`src/rtl/freelist_mw.sv`:
```
// rtl/freelist_mw.sv - multi-port physical register free list with branch checkpoints
// Allocation pops from head, commits push compacted tags at tail, checkpoints save head.
module freelist_mw #(
  parameter int WIDTH    = 7,
  parameter int DEPTH    = 32,
  parameter int STNUM    = 0,
  parameter int RD_PORTS = 4,
  parameter int WR_PORTS = 4,
  parameter int NSNAP    = 8,
  localparam int SW      = $clog2(NSNAP),
  localparam int PW      = $clog2(DEPTH) + 1
) (
  input  logic                         i_clk,
  input  logic                         i_rst,
  input  logic [RD_PORTS-1:0]          i_re,
  output logic [RD_PORTS*WIDTH-1:0]    o_data,
  output logic                         o_grant,
  input  logic [WR_PORTS-1:0]          i_we,
  input  logic [WR_PORTS*WIDTH-1:0]    i_wdata,
  input  logic                         i_snap_en,
  input  logic [SW-1:0]                i_snap_id,
  input  logic                         i_restore_en,
  input  logic [SW-1:0]                i_restore_id,
  output logic [PW-1:0]                o_count,
  output logic                         o_err
);

  logic [WIDTH-1:0]    mem_q  [DEPTH];
  logic [WIDTH-1:0]    mem_d  [DEPTH];
  logic [PW-1:0]       snap_q [NSNAP];
  logic [PW-1:0]       snap_d [NSNAP];
  logic [PW-1:0]       head_q, head_d;
  logic [PW-1:0]       tail_q, tail_d;
  logic                err_q, err_d;

  logic [PW-1:0]       count;
  logic [31:0]         k, f, base;
  logic [RD_PORTS-1:0] re_inc;
  logic                thermo_ok, grant, drop;
  logic [PW-2:0]       widx, off, ridx;

  always_comb begin
    count = tail_q - head_q;
    k = '0;
    for (int p = 0; p < RD_PORTS; p++) k = k + 32'(i_re[p]);
    f = '0;
    for (int w = 0; w < WR_PORTS; w++) f = f + 32'(i_we[w]);

    // A thermometer code plus one has no bits in common with itself.
    re_inc    = i_re + RD_PORTS'(1);
    thermo_ok = ((i_re & re_inc) == '0);
    grant     = thermo_ok && !i_restore_en && (k <= 32'(count));

    head_d = i_restore_en ? snap_q[i_restore_id]
                          : head_q + (grant ? k[PW-1:0] : '0);

    // Occupancy after this cycle's head move; a free that would overfill is dropped whole.
    base   = 32'(PW'(tail_q - head_d));
    drop   = (base + f) > 32'(DEPTH);
    err_d  = err_q || !thermo_ok || drop;
    tail_d = drop ? tail_q : tail_q + f[PW-1:0];

    mem_d = mem_q;
    off   = '0;
    widx  = '0;
    for (int w = 0; w < WR_PORTS; w++) begin
      if (i_we[w]) begin
        widx = tail_q[PW-2:0] + off;
        if (!drop) mem_d[widx] = i_wdata[w*WIDTH +: WIDTH];
        off = off + (PW-1)'(1);
      end
    end

    snap_d = snap_q;
    if (i_snap_en && !i_restore_en) snap_d[i_snap_id] = head_d;
  end

  always_comb begin
    o_data = '0;
    ridx   = '0;
    for (int p = 0; p < RD_PORTS; p++) begin
      ridx = head_q[PW-2:0] + (PW-1)'(p);
      o_data[p*WIDTH +: WIDTH] = mem_q[ridx];
    end
  end

  assign o_count = count;
  assign o_grant = grant;
  assign o_err   = err_q;

  always_ff @(posedge i_clk or posedge i_rst) begin
    if (i_rst) begin
      head_q <= '0;
      tail_q <= PW'(DEPTH);
      err_q  <= 1'b0;
      for (int i = 0; i < DEPTH; i++) mem_q[i] <= WIDTH'(STNUM + i);
      for (int i = 0; i < NSNAP; i++) snap_q[i] <= '0;
    end else begin
      head_q <= head_d;
      tail_q <= tail_d;
      err_q  <= err_d;
      mem_q  <= mem_d;
      snap_q <= snap_d;
    end
  end

endmodule

```
`config.mk`:
```
export PLATFORM = sky130hd
export DESIGN_NAME = freelist_mw
export DESIGN_NICKNAME = d
export VERILOG_FILES = /design/src/rtl/freelist_mw.sv
export SDC_FILE = /design/constraint.sdc
export NUM_CORES = 2
export LEC_CHECK = 0
export CAP_MARGIN = 25
export CORE_UTILIZATION = 45
export CTS_BUF_LIST = sky130_fd_sc_hd__clkbuf_8 sky130_fd_sc_hd__clkbuf_16
export DETAILED_ROUTE_END_ITERATION = 8
export HOLD_SLACK_MARGIN = 0.1
export SETUP_SLACK_MARGIN = 0.4
export SYNTH_ARGS = -nofsm -noshare
export SYNTH_HDL_FRONTEND = slang
export SYNTH_SLANG_ARGS = --single-unit
```
`constraint.sdc`:
```
create_clock -name i_clk -period 28.3 [get_ports i_clk]
set_input_delay 7.075 -clock i_clk [delete_from_list [all_inputs] [get_ports i_clk]]
set_output_delay 7.075 -clock i_clk [all_outputs]
set_load 0.005 [all_outputs]
```
==> impl_metrics.toml <==
[detailed_routing]
dr.pass1.iters = 7
drcViolationCount = 0
ant_nets = 0
routedWlPerCell_um = 41.2
avgViaCountPerCell = 7.94
wirelength_mm = 162
vias = 31200
drt_first_iter_violations = 5550

[global_routing]
antenna_found_initial = 16
grt.total_usage_pct = 50.2
grt_overflow = 0
grt_pass1_vias = 28300
grt_pass1_wl_mm = 223
grt_max_degree = 144

[clock_network]
path_clk_slew_ns = 0.06
cts_inserted_buffers = 40
cts_resized = 0
cts-hold-fix-buffers = 0
clock_path_buffers = 3
cts_tree = "done"
root_buffer = "clkbuf_16"
htreeDepth = 2
cts_setup_buffers = 0
cts.sinks = 285
clk_latency_ns = 0.60

[timing]
setup_viol_count_final = 0
rsz0062_at_grt = "no"
fmax_ghz = 0.0571
fin_skew_ns = 0.0273
slew_viol_final = 0
period_needed_ns = 17.50
relSlewSlack_pct = 17.0
period_share_pct = 61.8
timing.final.ws_setup_ns = 10.80
worstMarginPinSlew_ns = 1.24
hold_violations = 0
setup_tns_ns = 0

[layout]
stdcell_count = 3937
layout-drive-gt1-share_pct = 21.1
fin_nets = 3156
utilization_pct = 50.6
fill_cells = 5853
syn2layout_area_growth_pct = 10.8

[yosys]
ys_seq_elements = 285
syn_area_per_cell_sq_um = 9.03
synth.cell_area_sq_um = 28300
yosys.area.top_type_share_pct = 23.2
synth_fp_nets = 3226
synth_common_cells = "nor2_1 (345), nand2_1 (321), a21oi_1 (292)"
synthFlopType = "dfrtp_1"
ys_warn_count = 0
async_flop_share_pct = 100
yosys-top-cells-area = "mux4_2 (23%), dfrtp_1 (18%), dfstp_2 (7.5%), a21oi_1 (5.2%), nor2_1 (4.6%)"
synth.largest_area_cell = "mux4_2"
synth_edf_count = 0
synth.most_common_cell = "nor2_1"
syn_inst = 3131
synth_cell_types = 75
ys_seq_area_share_pct = 25.6

[die]
die_w_um = 253
row_count = 91
io_pins = 82
start_util_pct = 45.7
dieHeight_um = 253
coreArea_sq_um = 61900
die_area_sq_um = 63900

[worst_setup_path]
reg2reg_slack_ns = 17.38
start_kind = "primary input"
timing.rr.start = "head_q[1]$_DFF_PP0_"
crit_type = "primary input to output pin"
crit_required_ns = 21.22
path_cells = "clkdlybuf4s50_1 -> fa_1 -> ha_1 -> ha_1 -> ha_1 -> a21o_1 -> a21oi_1 -> a311o_1 -> o311ai_0 -> inv_1 -> clkdlybuf4s50_1"
critPathMaxFanout = 4
crit_slowest_cell = "clkdlybuf4s50_1"
critPathCaptureType = "output pin"
crit_top_cell = "ha_1"
r2r_end = "mem_q[12]$_DFF_PP0_"
worstRegToRegCells = 27
critPathMaxStageDelay_ns = 0.56
arrival_ns = 10.42

[power]
p_leak_uw = 0.0110
p_per_area_nw_per_um2 = 161
ir_worst_vdd_mv = 0.155

[placement]
dp_cells = 3840
post-place-ws_ns = 10.82
hpwlAfterDp_mm = 114
gp_congestion = 1.08
io_buffers = 81

[hold_path]
min_path_cells = 2
min_from = "snap_q[45]$_DFFE_PP0P_"
whs_endpoint = "snap_q[45]$_DFFE_PP0P_"
hold_path_class = "flip-flop to flip-flop"

[status]
status = "finished clean"

[run]
cap_violations = 0
-- cells by family after synthesis --
logic type               count (synthesis)  share of synthesized area [%]
buffers and inverters                  350                           5.11
flip-flops                             285                           25.6
AND/OR/NAND/NOR                        992                           15.3
XOR/XNOR                                38                           1.20
adder cells (fa/ha/maj)                 49                           2.41
multiplexers                           359                           25.9
AO/OA/AOI/OAI                         1058                           24.6
-- worst max path at each step --
stage	endpoint	cells past startpoint	start
2_1_floorplan	o_grant	9	i_re[0]
3_3_place_gp	o_grant	11	i_re[0]
3_5_place_dp	o_grant	11	i_re[1]
4_1_cts	o_grant	11	i_re[1]
5_1_grt	o_grant	11	i_re[1]
6_report	o_grant	11	i_re[1]
-- cell type report --
class | count | area [sq um] | area share [%]
Timing Repair Buffer | 194 | 1740 | 5.57
Clock buffer | 48 | 1120 | 3.58
Sequential cell | 285 | 7240 | 23.1
Clock inverter | 26 | 249 | 0.795
Tap cell | 837 | 1050 | 3.34
Antenna cell | 7 | 17.5 | 0.0559
Multi-Input combinational cell | 2496 | 19700 | 63.0
Inverter | 44 | 173 | 0.551
-- per-layer routing --
metal / global-route usage [%] / vias to the layer above / wire length, um
met5: 0 / - / 201
met2: 67.4 / 3046 / 63500
li1: - / 12200 / -
met1: 63.8 / 15300 / 58000
met3: 25.2 / 678 / 28400
met4: 30.7 / 22 / 12100
-- report_power, final --
| group | internal (uW) | total, uW | switching [uW] | leakage (uW) |
|---|---|---|---|---|
| combinational | 1340 | 3510 | 2180 | 0.00688 |
| clock | 320 | 548 | 229 | 0.000692 |
| sequential | 613 | 994 | 382 | 0.00341 |
| total | 2270 | 5060 | 2790 | 0.0110 |
-- cells in the final DEF, fill, tap and decap left out, types with 9 or more instances in the layout --
cell type	Yosys	final
clkinv_2	0	9
nor3_1	154	153
nand3_1	73	73
buf_4	10	102
inv_1	42	46
a222oi_1	32	32
ha_1	40	39
xnor2_1	26	22
o221ai_1	15	15
mux2i_1	14	14
mux4_2	291	291
nor2_1	345	341
a22oi_1	15	15
o31ai_1	80	79
mux2_2	50	50
or3_1	15	15
nand3b_1	9	9
o21ai_0	195	195
a211oi_1	26	26
dfstp_2	81	81
o21ai_1	53	51
nand2_1	321	320
nand4_1	20	20
o32ai_1	45	45
a21o_1	30	30
a221oi_1	132	132
a31oi_1	20	20
o211ai_1	13	13
xor2_1	11	10
fa_1	9	9
a21oi_1	292	292
clkdlybuf4s50_1	0	76
and3_1	10	10
clkbuf_16	0	41
o21bai_1	9	9
a22o_1	14	14
o22ai_1	39	39
a311oi_1	19	19
dfrtp_1	204	202
-- stage by stage --
| step | total power, uW | hold WS (ns) | cell area (sq um) |
|---|---|---|---|
| floorplan | 3050 | 0.444 | 28300 |
| global placement | 4230 | 0.458 | 29700 |
| detailed placement | 4290 | 0.474 | 29700 |
| CTS | 4840 | 0.488 | 31100 |
| global route | 5170 | 0.516 | 31300 |
| finish | 5060 | 0.493 | 31300 |
-- critical path, delay by kind of cell --
family | cells | cell delay, ns
AO/OA/AOI/OAI | 4 | 0.88
buffers and inverters | 3 | 1.21
adder cells (fa/ha/maj) | 4 | 1.26
-- state kept, by name, indices dropped and copies added (netlist names) --
| register | cells |
|---|---|
| mem_q | 224 |
| snap_q | 48 |
| tail_q | 6 |
| o_err | 1 |
| head_q | 6 |
(Power assumes the default switching activity.)
